===== config.mk =====
export PLATFORM = sky130hd
export DESIGN_NAME = bcd_stopwatch
export DESIGN_NICKNAME = d
export VERILOG_FILES = /design/src/rtl/bcd_stopwatch.sv
export SDC_FILE = /design/constraint.sdc
export NUM_CORES = 1
export LEC_CHECK = 0
export ABC_AREA = 1
export BUFFER_PORTS_ARGS = -buffer_cell sky130_fd_sc_hd__buf_4
export CAP_MARGIN = 20
export CORE_ASPECT_RATIO = 0.75
export CORE_MARGIN = 3
export CORE_UTILIZATION = 50
export CTS_CLUSTER_DIAMETER = 150
export DETAILED_ROUTE_END_ITERATION = 8
export GPL_TIMING_DRIVEN = 0
export PLACE_DENSITY = 0.77
export SETUP_SLACK_MARGIN = 0.2
export SLEW_MARGIN = 30
export SYNTH_ARGS = -nofsm -noshare
export SYNTH_HDL_FRONTEND = slang
export SYNTH_SLANG_ARGS = --single-unit

===== constraint.sdc =====
create_clock -name clk -period 2.2 [get_ports clk]
set_input_delay 0.22 -clock clk [delete_from_list [all_inputs] [get_ports clk]]
set_output_delay 0.22 -clock clk [all_outputs]
set_load 0.03 [all_outputs]

===== src/rtl/bcd_stopwatch.sv =====
// bcd_stopwatch: BCD minutes:seconds stopwatch driven by the divided
// square wave from the clock divider. The wave is resynchronised, its
// rising edges become one-cycle ticks, and the ticks advance an
// MM:SS BCD count under start/stop/clear command control.
//
// Optional lap capture is compiled in with `define BCD_STOPWATCH_LAP_EN.
// Without it the lap input is absent and lap_time is tied to zero.
module bcd_stopwatch #(
  parameter int MAX_MIN = 59
) (
  input  logic        clk,
  input  logic        rst_n,
  input  logic        tick_in,
  input  logic        start,
  input  logic        stop,
  input  logic        clear,
`ifdef BCD_STOPWATCH_LAP_EN
  input  logic        lap,
`endif
  output logic [3:0]  sec_ones,
  output logic [3:0]  sec_tens,
  output logic [3:0]  min_ones,
  output logic [3:0]  min_tens,
  output logic        running,
  output logic        tick_out,
  output logic        wrap,
  output logic [15:0] lap_time
);

  // Highest minutes value split into its BCD digits.
  localparam logic [3:0] MAX_TENS = 4'(MAX_MIN / 10);
  localparam logic [3:0] MAX_ONES = 4'(MAX_MIN % 10);

  typedef enum logic [1:0] {
    IDLE  = 2'd0,
    RUN   = 2'd1,
    PAUSE = 2'd2
  } state_t;

  state_t      state;
  logic        s1;
  logic        s2;
  logic        s3;
  logic        tick;
  logic        count_en;
  logic [15:0] digits;
  logic [16:0] inc;

  // One BCD step of the MM:SS vector. Bit 16 flags the roll from
  // MAX_MIN:59 back to 00:00. The minutes compare uses >= so that a
  // corrupted value still collapses to 00:00 rather than running away.
  function automatic logic [16:0] bcd_inc(input logic [15:0] d);
    logic [3:0] mt;
    logic [3:0] mo;
    logic [3:0] st;
    logic [3:0] so;
    logic       w;
    mt = d[15:12];
    mo = d[11:8];
    st = d[7:4];
    so = d[3:0];
    w  = 1'b0;
    if (so < 4'd9) begin
      so = so + 4'd1;
    end else begin
      so = 4'd0;
      if (st < 4'd5) begin
        st = st + 4'd1;
      end else begin
        st = 4'd0;
        if ((mt > MAX_TENS) || ((mt == MAX_TENS) && (mo >= MAX_ONES))) begin
          mt = 4'd0;
          mo = 4'd0;
          w  = 1'b1;
        end else if (mo < 4'd9) begin
          mo = mo + 4'd1;
        end else begin
          mo = 4'd0;
          mt = mt + 4'd1;
        end
      end
    end
    return {w, mt, mo, st, so};
  endfunction

  // Three-flop resynchroniser; s2/s3 form the rising-edge detector.
  always_ff @(posedge clk or negedge rst_n) begin
    if (!rst_n) begin
      s1 <= 1'b0;
      s2 <= 1'b0;
      s3 <= 1'b0;
    end else begin
      s1 <= tick_in;
      s2 <= s1;
      s3 <= s2;
    end
  end

  // Tick is a function of flops only, so tick_out has no input path.
  assign tick     = s2 & ~s3;
  assign tick_out = tick;

  // The count advances only from RUN; clear always overrides.
  assign count_en = (state == RUN) && tick && !clear;
  assign inc      = bcd_inc(digits);

  // Command FSM: clear beats stop beats start; running mirrors RUN.
  always_ff @(posedge clk or negedge rst_n) begin
    if (!rst_n) begin
      state   <= IDLE;
      running <= 1'b0;
    end else if (clear) begin
      state   <= IDLE;
      running <= 1'b0;
    end else begin
      case (state)
        IDLE: begin
          if (start && !stop) begin
            state   <= RUN;
            running <= 1'b1;
          end
        end
        RUN: begin
          if (stop) begin
            state   <= PAUSE;
            running <= 1'b0;
          end
        end
        PAUSE: begin
          if (start && !stop) begin
            state   <= RUN;
            running <= 1'b1;
          end
        end
        default: begin
          state   <= IDLE;
          running <= 1'b0;
        end
      endcase
    end
  end

  // BCD count register and the one-cycle wrap pulse.
  always_ff @(posedge clk or negedge rst_n) begin
    if (!rst_n) begin
      digits <= 16'h0000;
      wrap   <= 1'b0;
    end else begin
      wrap <= 1'b0;
      if (clear) begin
        digits <= 16'h0000;
      end else if (count_en) begin
        digits <= inc[15:0];
        wrap   <= inc[16];
      end
    end
  end

  assign min_tens = digits[15:12];
  assign min_ones = digits[11:8];
  assign sec_tens = digits[7:4];
  assign sec_ones = digits[3:0];

`ifdef BCD_STOPWATCH_LAP_EN
  logic [15:0] lap_q;

  // Lap snapshot takes the pre-increment digits; ignored while IDLE.
  always_ff @(posedge clk or negedge rst_n) begin
    if (!rst_n) begin
      lap_q <= 16'h0000;
    end else if (clear) begin
      lap_q <= 16'h0000;
    end else if (lap && (state != IDLE)) begin
      lap_q <= digits;
    end
  end

  assign lap_time = lap_q;
`else
  assign lap_time = 16'h0000;
`endif

endmodule


==> impl_metrics.csv, run 1 <==
group,metric,value,unit
yosys,synthesis.area,1479,µm²
power,switching_power,481.8,µW
placed_design,gpl.final_weighted_congestion,0.7788,
setup_path,path_class,"reg2reg",
yosys,yosysMostFrequentCell,"nand2_1",
route,wl_per_cell,12.23,µm
sta,hold_viol_final,0,
setup_path,worstSetupEndpointType,"flop",
route,drtAntennaViolNets,0,
route,drt_pass1_iterations,4,
setup_path,crit_path_dat,1.86,ns
setup_path,path_delay_family,"simple AND/OR/NAND/NOR gates",
run,maxCapViolations,0,
setup_path,critical_path.max_stage_delay,0.45,ns
yosys,post_synth_main_area_contributors,"dfrtp_1 (39%), ha_1 (8.5%), buf_4 (8.1%), nand2_1 (7.9%), nand3_1 (6.8%)",
cts,cts_max_path_buffers,2,
route,num_vias,1266,
sta,layout_setup_ws,0.5281,ns
cells_and_area,fin_cells,255,
cts,cts_tree,"yes",
setup_path,worstSetupPathDepth,8,
placed_design,io_buffers,23,
sta,fmax,0.5981,GHz
cells_and_area,n_antenna_cell,0,
cts,clock_tree.htree_level_count,1,
setup_path,ff2ff_setup_slack,0.53,ns
setup_path,cp_num_buf_inv,1,
yosys,synth_area_leader_cell,"dfrtp_1",
yosys,ys_top_cells_by_count,"nand2_1 (31), dfrtp_1 (23), nand3_1 (20)",
sta,setup_viol,0,
die,die-width,68.80,µm
route,post_drt_via_cell_ratio,4.965,
global_routing,largest_net_degree_at_the_start_of_global_routing,24,
cells_and_area,syn2layout_area_growth,22.25,%
global_routing,grt.busiest_layer,"met2",
setup_path,cpMostUsedCell,"nand2_1",
die,die_area,3653,µm²
power,p_per_area,679.1,nW/µm²
setup_path,worst-endpoint-required,2.39,ns
power,p_total,1.228,mW
power,cellLeakagePower,0.9722,nW
setup_path,startpoint_of_the_most_critical_setup_path,"digits[13]",
yosys,synth_seq_cells,23,
power,p_comb_share,34.7,%
global_routing,grt_first_pass_wirelength,5347,µm
sta,final.setup.tns,0,ns
global_routing,grt_remaining_overflow,0,
global_routing,grtUsageMet3,3.822,%
yosys,netlist.area_leader.share,38.92,%
cells_and_area,drive_gt1_share,26.94,%
sta,final_period_minus_worst_setup_slack,1.672,ns
die,die_y,53.10,µm
route,detail_route.wirelength,3118,µm
cts,clkSinkCount,23,
placed_design,dp_hpwl,2348,µm
cts,cts_post_setup_buffers_inserted,0,
setup_path,cells_along_the_critical_path,"inv_1 -> ha_1 -> nor2_1 -> a21oi_2 -> nand2_1 -> nor3_1 -> nand2_1 -> o21ai_1",
yosys,syn-mean-instance-area,8.403,µm²
yosys,synthesis.instances,176,
setup_path,r2r_start,"digits[13]",
sta,final_max_slew_viol_count,0,
cts,clock_latency,0.27,ns
cts,cts-buffers-inserted,3,
sta,worst_clock_skew,0.005289,ns
sta,layout_worst_path_cycle_share,76.00,%
setup_path,timing.reg2reg.worst_path_depth,8,
global_routing,gr-usage-all-layers,19.77,%
power,pwr-share-clk,22.1,%
yosys,synth_enable_flop_cells,0,
power,power.share.switching,39.24,%
yosys,yosys.cell_types.count,32,
min_path,min-delay-start,"tick_in",
global_routing,via_count_of_the_first_global_routing_pass,1262,
cells_and_area,finalNetCount,236,
yosys,synth.yosys.seq_area_share,38.92,%
die,initial_utilization,54.32,%
placed_design,dp_cells,250,
setup_path,cp-endpoint,"digits[9]",
power,peakVddDrop,0.0006024,V
yosys,ys.warnings.count,0,
global_routing,grt.met2_usage,34.07,%
die,floorplan.rows,16,
cts,clk_pin_slew,0.09,ns
route,dr_iter_0_viols,58,
die,ioPinCount,41,
run_status,status,"complete, no violations",
setup_path,r2r-end,"digits[9]",
yosys,postSynth.asyncResetShare,100.0,%
yosys,synth-main-ff-cell,"dfrtp_1",
min_path,holdPathStages,1,
global_routing,grtUsageMet1,24.01,%
setup_path,timing.critical_path.slowest_stage_cell,"dfrtp_1",
setup_path,timing.critical_path.from_type,"flop",
min_path,timing.hold.worst.class,"in2reg",
setup_path,critPathMaxFanout,6,
die,coreArea,2723,µm²
global_routing,antenna_found_initial,0,
placed_design,preCtsSetupSlack,0.5983,ns
cts,cts_root_buf,"clkbuf_8",
sta,hold-worst-slack,0.05769,ns
sta,rsz0062_at_grt,"false",
power,power.share.sequential,43.2,%
route,drt_drc_violations_left,0,
power,p_int,746.1,µW
[timing repair]
action / CTS / global route
hold endpoints to repair: 23 / 0
gates resized for setup: 0 / 0
hold buffers: 1 / 0
[cell usage in the layout (no fill, tap or decap), types with 2 or more instances in the layout]
cell / synthesis / final
nor3_1: 4 / 4
nand2_4: 2 / 2
nand2_2: 3 / 3
xor2_1: 3 / 3
nand3_1: 20 / 20
o21ai_1: 4 / 4
conb_1: 1 / 16
inv_1: 19 / 19
nor2_1: 11 / 11
dfrtp_1: 23 / 23
a21oi_1: 2 / 2
nand2_1: 31 / 31
buf_4: 16 / 39
o21ai_0: 6 / 6
nand4_1: 4 / 4
clkbuf_8: 0 / 3
inv_2: 2 / 2
ha_1: 10 / 10
[power by group through the flow]
stage | Sequential (mW) | Combinational (mW) | Clock, mW
floorplan | 0.594 | 0.239 | 0
CTS | 0.528 | 0.427 | 0.275
detailed placement | 0.535 | 0.423 | 0
global route | 0.537 | 0.475 | 0.291
global placement | 0.530 | 0.407 | 0
finish | 0.530 | 0.426 | 0.272
[sequential cells by signal (all words and copies together) (netlist names)]
signal   count
wrap         1
s2           1
running      1
state        2
digits      16
s3           1
s1           1
[cell families (layout without fill, tap and decap cells)]
family / after synthesis / in the layout / share of synthesized area [%]
other: 1 / 16 / 0.2536
DFF: 23 / 23 / 38.92
adders and majority gates: 10 / 10 / 8.460
AOI/OAI and AO/OA: 17 / 17 / 6.685
xor gates and xnor gates: 4 / 4 / 2.369
and+or+nand+nor: 81 / 81 / 28.34
buffers and inverters: 40 / 68 / 14.98
[per-layer routing]
metal	share of wire, %	vias to the layer above
li1	-	630
met1	44	575
met2	48	57
met3	7.3	4
met4	0.87	0
met5	0	-
[worst register-to-register path: stages (launching register included)]
cell and delay [ns]:
dfrtp_1 0.45, inv_1 0.11, ha_1 0.17, nor2_1 0.06
a21oi_2 0.26, nand2_1 0.20, nor3_1 0.19, nand2_1 0.07
o21ai_1 0.08
[final cells by class]
| class | count | area (µm²) |
|---|---|---|
| fill | 255 | 914.6 |
| clock buffer | 4 | 45.04 |
| sequential | 23 | 575.6 |
| timing repair buffer | 24 | 182.7 |
| multi-input combinational | 128 | 738.2 |
| inverter | 22 | 85.08 |
| tap | 36 | 45.04 |
| buffer | 18 | 136.4 |
[metrics by stage]
step	area [µm²]	utilization (%)
6_report	1808	66.41
5_1_grt	1808	66.41
4_1_cts	1808	66.41
3_5_place_dp	1753	64.38
3_3_place_gp	1753	64.38
2_1_floorplan	1535	-
[how the worst min path moves through the flow]
stage                  to  slack, ns
5_1_grt                s1       0.05
6_report               s1       0.06
2_1_floorplan   digits[0]      -0.08
3_3_place_gp   digits[15]       0.13
4_1_cts                s1       0.05
3_5_place_dp         wrap       0.13
Note: power is estimated with default switching activity, not from simulation.
==> run 2, diff against run 1 <==
--- a/config.mk
+++ b/config.mk
@@ -5,7 +5,7 @@
 export SDC_FILE = /design/constraint.sdc
 export NUM_CORES = 1
 export LEC_CHECK = 0
-export ABC_AREA = 1
+export ABC_AREA = 0
 export BUFFER_PORTS_ARGS = -buffer_cell sky130_fd_sc_hd__buf_4
 export CAP_MARGIN = 20
 export CORE_ASPECT_RATIO = 0.75
==> constraint.sdc (replaced) <==
create_clock -name clk -period 1.6 [get_ports clk]
set_input_delay 0.16 -clock clk [delete_from_list [all_inputs] [get_ports clk]]
set_output_delay 0.16 -clock clk [all_outputs]
set_load 0.03 [all_outputs]
==> run 2 against run 1 <==
Compared with the run above:
- the run now ends with negative setup slack left
- total power increased by 4.5%
- combinational power decreased by 31%
- clock skew increased by 0.0045 ns
- register-to-register slack got worse by 0.63 ns
- sequential power increased by 16%
- core utilization increased by 14 points
- count of clock-buffer cells in the layout decreased by 1
- wire length increased by 20%
- maximum frequency decreased by 1.5%
- die area decreased by 1.5%
- largest cell class unchanged
==> impl_metrics.csv, run 2 <==
group,metric,value,unit
yosys,synth_seq_cells,23,
yosys,synth.yosys.seq_area_share,39.55,%
run_status,status,"finished, violations left",
min_path,whs_endpoint,"state[0]",
route,route.top_layer_used,"met4",
power,peakVddDrop,0.0005212,V
sta,rsz0062_at_grt,"true",
global_routing,grt_remaining_overflow,0,
route,drtAntennaViolNets,0,
cells_and_area,fill_cells,178,
cts,cts_max_path_buffers,2,
placed_design,dp_hpwl,2394,µm
sta,relSlewSlack,62.98,%
route,drt_drc_violations_left,0,
setup_path,timing.critical_path.from_type,"flop",
cells_and_area,fin_cells,244,
route,drt_pass1_iterations,4,
global_routing,via_count_of_the_first_global_routing_pass,1216,
yosys,syn-mean-instance-area,9.766,µm²
setup_path,worst-endpoint-required,1.76,ns
route,detail_route.wirelength,3749,µm
setup_path,path_class,"reg2reg",
die,ioPinCount,41,
placed_design,preCtsSetupSlack,-0.2297,ns
cells_and_area,flip_flop_count_of_the_largest_register_all_copies_and_words_added,16,
cells_and_area,finalNetCount,225,
cts,clkSinkCount,23,
sta,hold_viol_final,0,
yosys,ys.warnings.count,0,
min_path,min-delay-start,"stop",
die,die_area,3600,µm²
cts,clk_pin_slew,0.09,ns
setup_path,critical_path.max_stage_delay,0.44,ns
yosys,yosys.cell_types.count,41,
cells_and_area,finalInstanceArea,2150,µm²
die,die_y,52.72,µm
die,coreArea,2683,µm²
global_routing,grt_first_pass_wirelength,5789,µm
yosys,synth_area_leader_cell,"dfrtp_1",
setup_path,cells_along_the_critical_path,"inv_4 -> ha_4 -> nand3_4 -> o221ai_4 -> nor4_2 -> a221o_1",
setup_path,critPathMaxFanout,8,
route,wl_per_cell,15.36,µm
yosys,synth-main-ff-cell,"dfrtp_1",
global_routing,largest_net_degree_at_the_start_of_global_routing,24,
die,initial_utilization,54.24,%
min_path,holdPathStages,2,
cells_and_area,final_util,80.13,%
sta,setup_viol,8,
yosys,ys_top_cells_by_count,"dfrtp_1 (23), buf_4 (16), inv_1 (12)",
global_routing,antenna_found_initial,0,
cells_and_area,syn2layout_area_growth,47.72,%
setup_path,worstSetupEndpointType,"flop",
yosys,synthesis.area,1455,µm²
power,cellLeakagePower,0.9748,nW
setup_path,r2r_start,"digits[13]",
setup_path,r2r-end,"digits[13]",
route,dr_iter_0_viols,45,
sta,fmax,0.5889,GHz
cts,cts-buffers-inserted,3,
global_routing,gr-usage-all-layers,22.02,%
route,post_drt_via_cell_ratio,5.225,
die,die-width,68.29,µm
route,met1Wirelength,1587,µm
cells_and_area,n_antenna_cell,0,
cts,clock_tree.htree_level_count,1,
route,routed-wl-met2,1904,µm
run,maxCapViolations,0,
placed_design,dp_cells,223,
route,detailroute.wirelength.met3,187,µm
yosys,synthesis.instances,149,
sta,final_max_slew_viol_count,0,
setup_path,worstSetupPathDepth,6,
placed_design,placed_area,1817,µm²
yosys,yosysMostFrequentCell,"dfrtp_1",
yosys,postSynth.asyncResetShare,100.0,%
setup_path,cp_num_buf_inv,1,
sta,layout_worst_path_cycle_share,106.1,%
setup_path,crit_path_dat,1.86,ns
placed_design,io_buffers,23,
cells_and_area,layout_top_registers,"digits: 16 flops, state: 2 flops",
cells_and_area,mostFrequentLayoutCell,"buf_4",
die,floorplan.rows,16,
sta,final_period_minus_worst_setup_slack,1.698,ns
sta,worst_clock_skew,0.009749,ns
sta,layout_setup_ws,-0.09796,ns
cts,clock_latency,0.27,ns
setup_path,timing.reg2reg.worst_path_depth,6,
yosys,synth_enable_flop_cells,0,
sta,worst_pin_slew,0.5553,ns
cts,cts_tree,"yes",
yosys,post_synth_main_area_contributors,"dfrtp_1 (40%), ha_1 (8.6%), buf_4 (8.3%), a21oi_1 (3.8%), inv_1 (3.1%)",
sta,hold-worst-slack,0.05995,ns
placed_design,gpl.final_weighted_congestion,0.8450,
cells_and_area,drive_gt1_share,52.88,%
run_status,violations,"negative setup slack",
setup_path,ff2ff_setup_slack,-0.1,ns
min_path,timing.hold.worst.class,"in2reg",
yosys,netlist.area_leader.share,39.55,%
cells_and_area,largest_register,"digits",
power,p_per_area,596.9,nW/µm²
cts,cts_root_buf,"clkbuf_8",
route,num_vias,1275,
setup_path,timing.critical_path.slowest_stage_cell,"dfrtp_2",
cells_and_area,final_cell_mix,"buf_4 (52), conb_1 (16), dfrtp_1 (14)",
setup_path,path_delay_family,"compound AO/OA/AOI/OAI gates",
## run 2: changes by cell type after synthesis, moves of 4 or more
cell / delta
nand2b_1: +5
nand2_1: -28
a21oi_1: +9
o21ai_1: -4
nand4_1: -4
nand3_1: -15
inv_1: -7
nor4_1: +4
## run 2: worst max-delay path by stage
stage,start,to,slack (ns)
after global placement,digits[8],digits[12],-0.15
final,digits[13],digits[13],-0.1
after floorplan,digits[4],digits[13],-0.12
after global routing,digits[13],digits[13],-0.19
after detailed placement,digits[8],digits[8],-0.23
after CTS,digits[8],digits[8],-0.08
## run 2: metrics by stage
stage	TNS [ns]	power (mW)
6_report	-0.3225	1.283
5_1_grt	-1.069	1.335
4_1_cts	-0.3428	1.233
3_5_place_dp	-0.8396	0.8488
3_3_place_gp	-0.6994	0.8409
2_1_floorplan	-0.4663	0.7897
## run 2: final cells by class
cell class	count	area, µm²	area share [%]
buffer	20	150.1	6.985
clock buffer	3	41.29	1.921
clock inverter	1	5.005	0.2328
inverter	12	47.55	2.212
multi-input combinational	109	960.9	44.70
sequential	23	586.8	27.30
tap	36	45.04	2.095
timing repair buffer	40	312.8	14.55
## run 2: cell families after synthesis
kind of cell / Yosys count / share of synthesized area (%)
flops: 23 / 39.55
other cells: 1 / 0.2577
compound gates: 34 / 16.94
mux: 2 / 1.462
buf+inv: 32 / 13.41
fa+ha+maj: 10 / 8.598
xor+xnor: 1 / 0.6020
simple gates: 46 / 19.17
## run 2: metal layers
metal  vias to the layer above  track usage (%)
li1                        612                -
met1                       609            29.41
met2                        46            36.00
met3                         8            5.579
met4                         0            4.290
met5                         -                0
## run 2: worst reg2reg max path: stages, from the launching register on
cell and delay (ns):
dfrtp_2 0.44, inv_4 0.09, ha_4 0.16, nand3_4 0.08, o221ai_4 0.38, nor4_2 0.11, a221o_1 0.33
## run 2: repair_timing
action | CTS | global route
buffers inserted | 11 | 3
resized for setup | 16 | 17
setup endpoints to repair | 12 | 13
hold endpoints to repair | 24 | 0
pin swaps | 10 | 7
hold buffers | 2 | 0
cloned | 1 | 0
## run 2: power breakdown
group,total (mW),internal [mW],leakage (nW),switching (mW)
sequential,0.615,0.598,0.297,0.0173
clock,0.373,0.174,0.0255,0.199
combinational,0.295,0.125,0.652,0.170
total,1.28,0.897,0.975,0.386
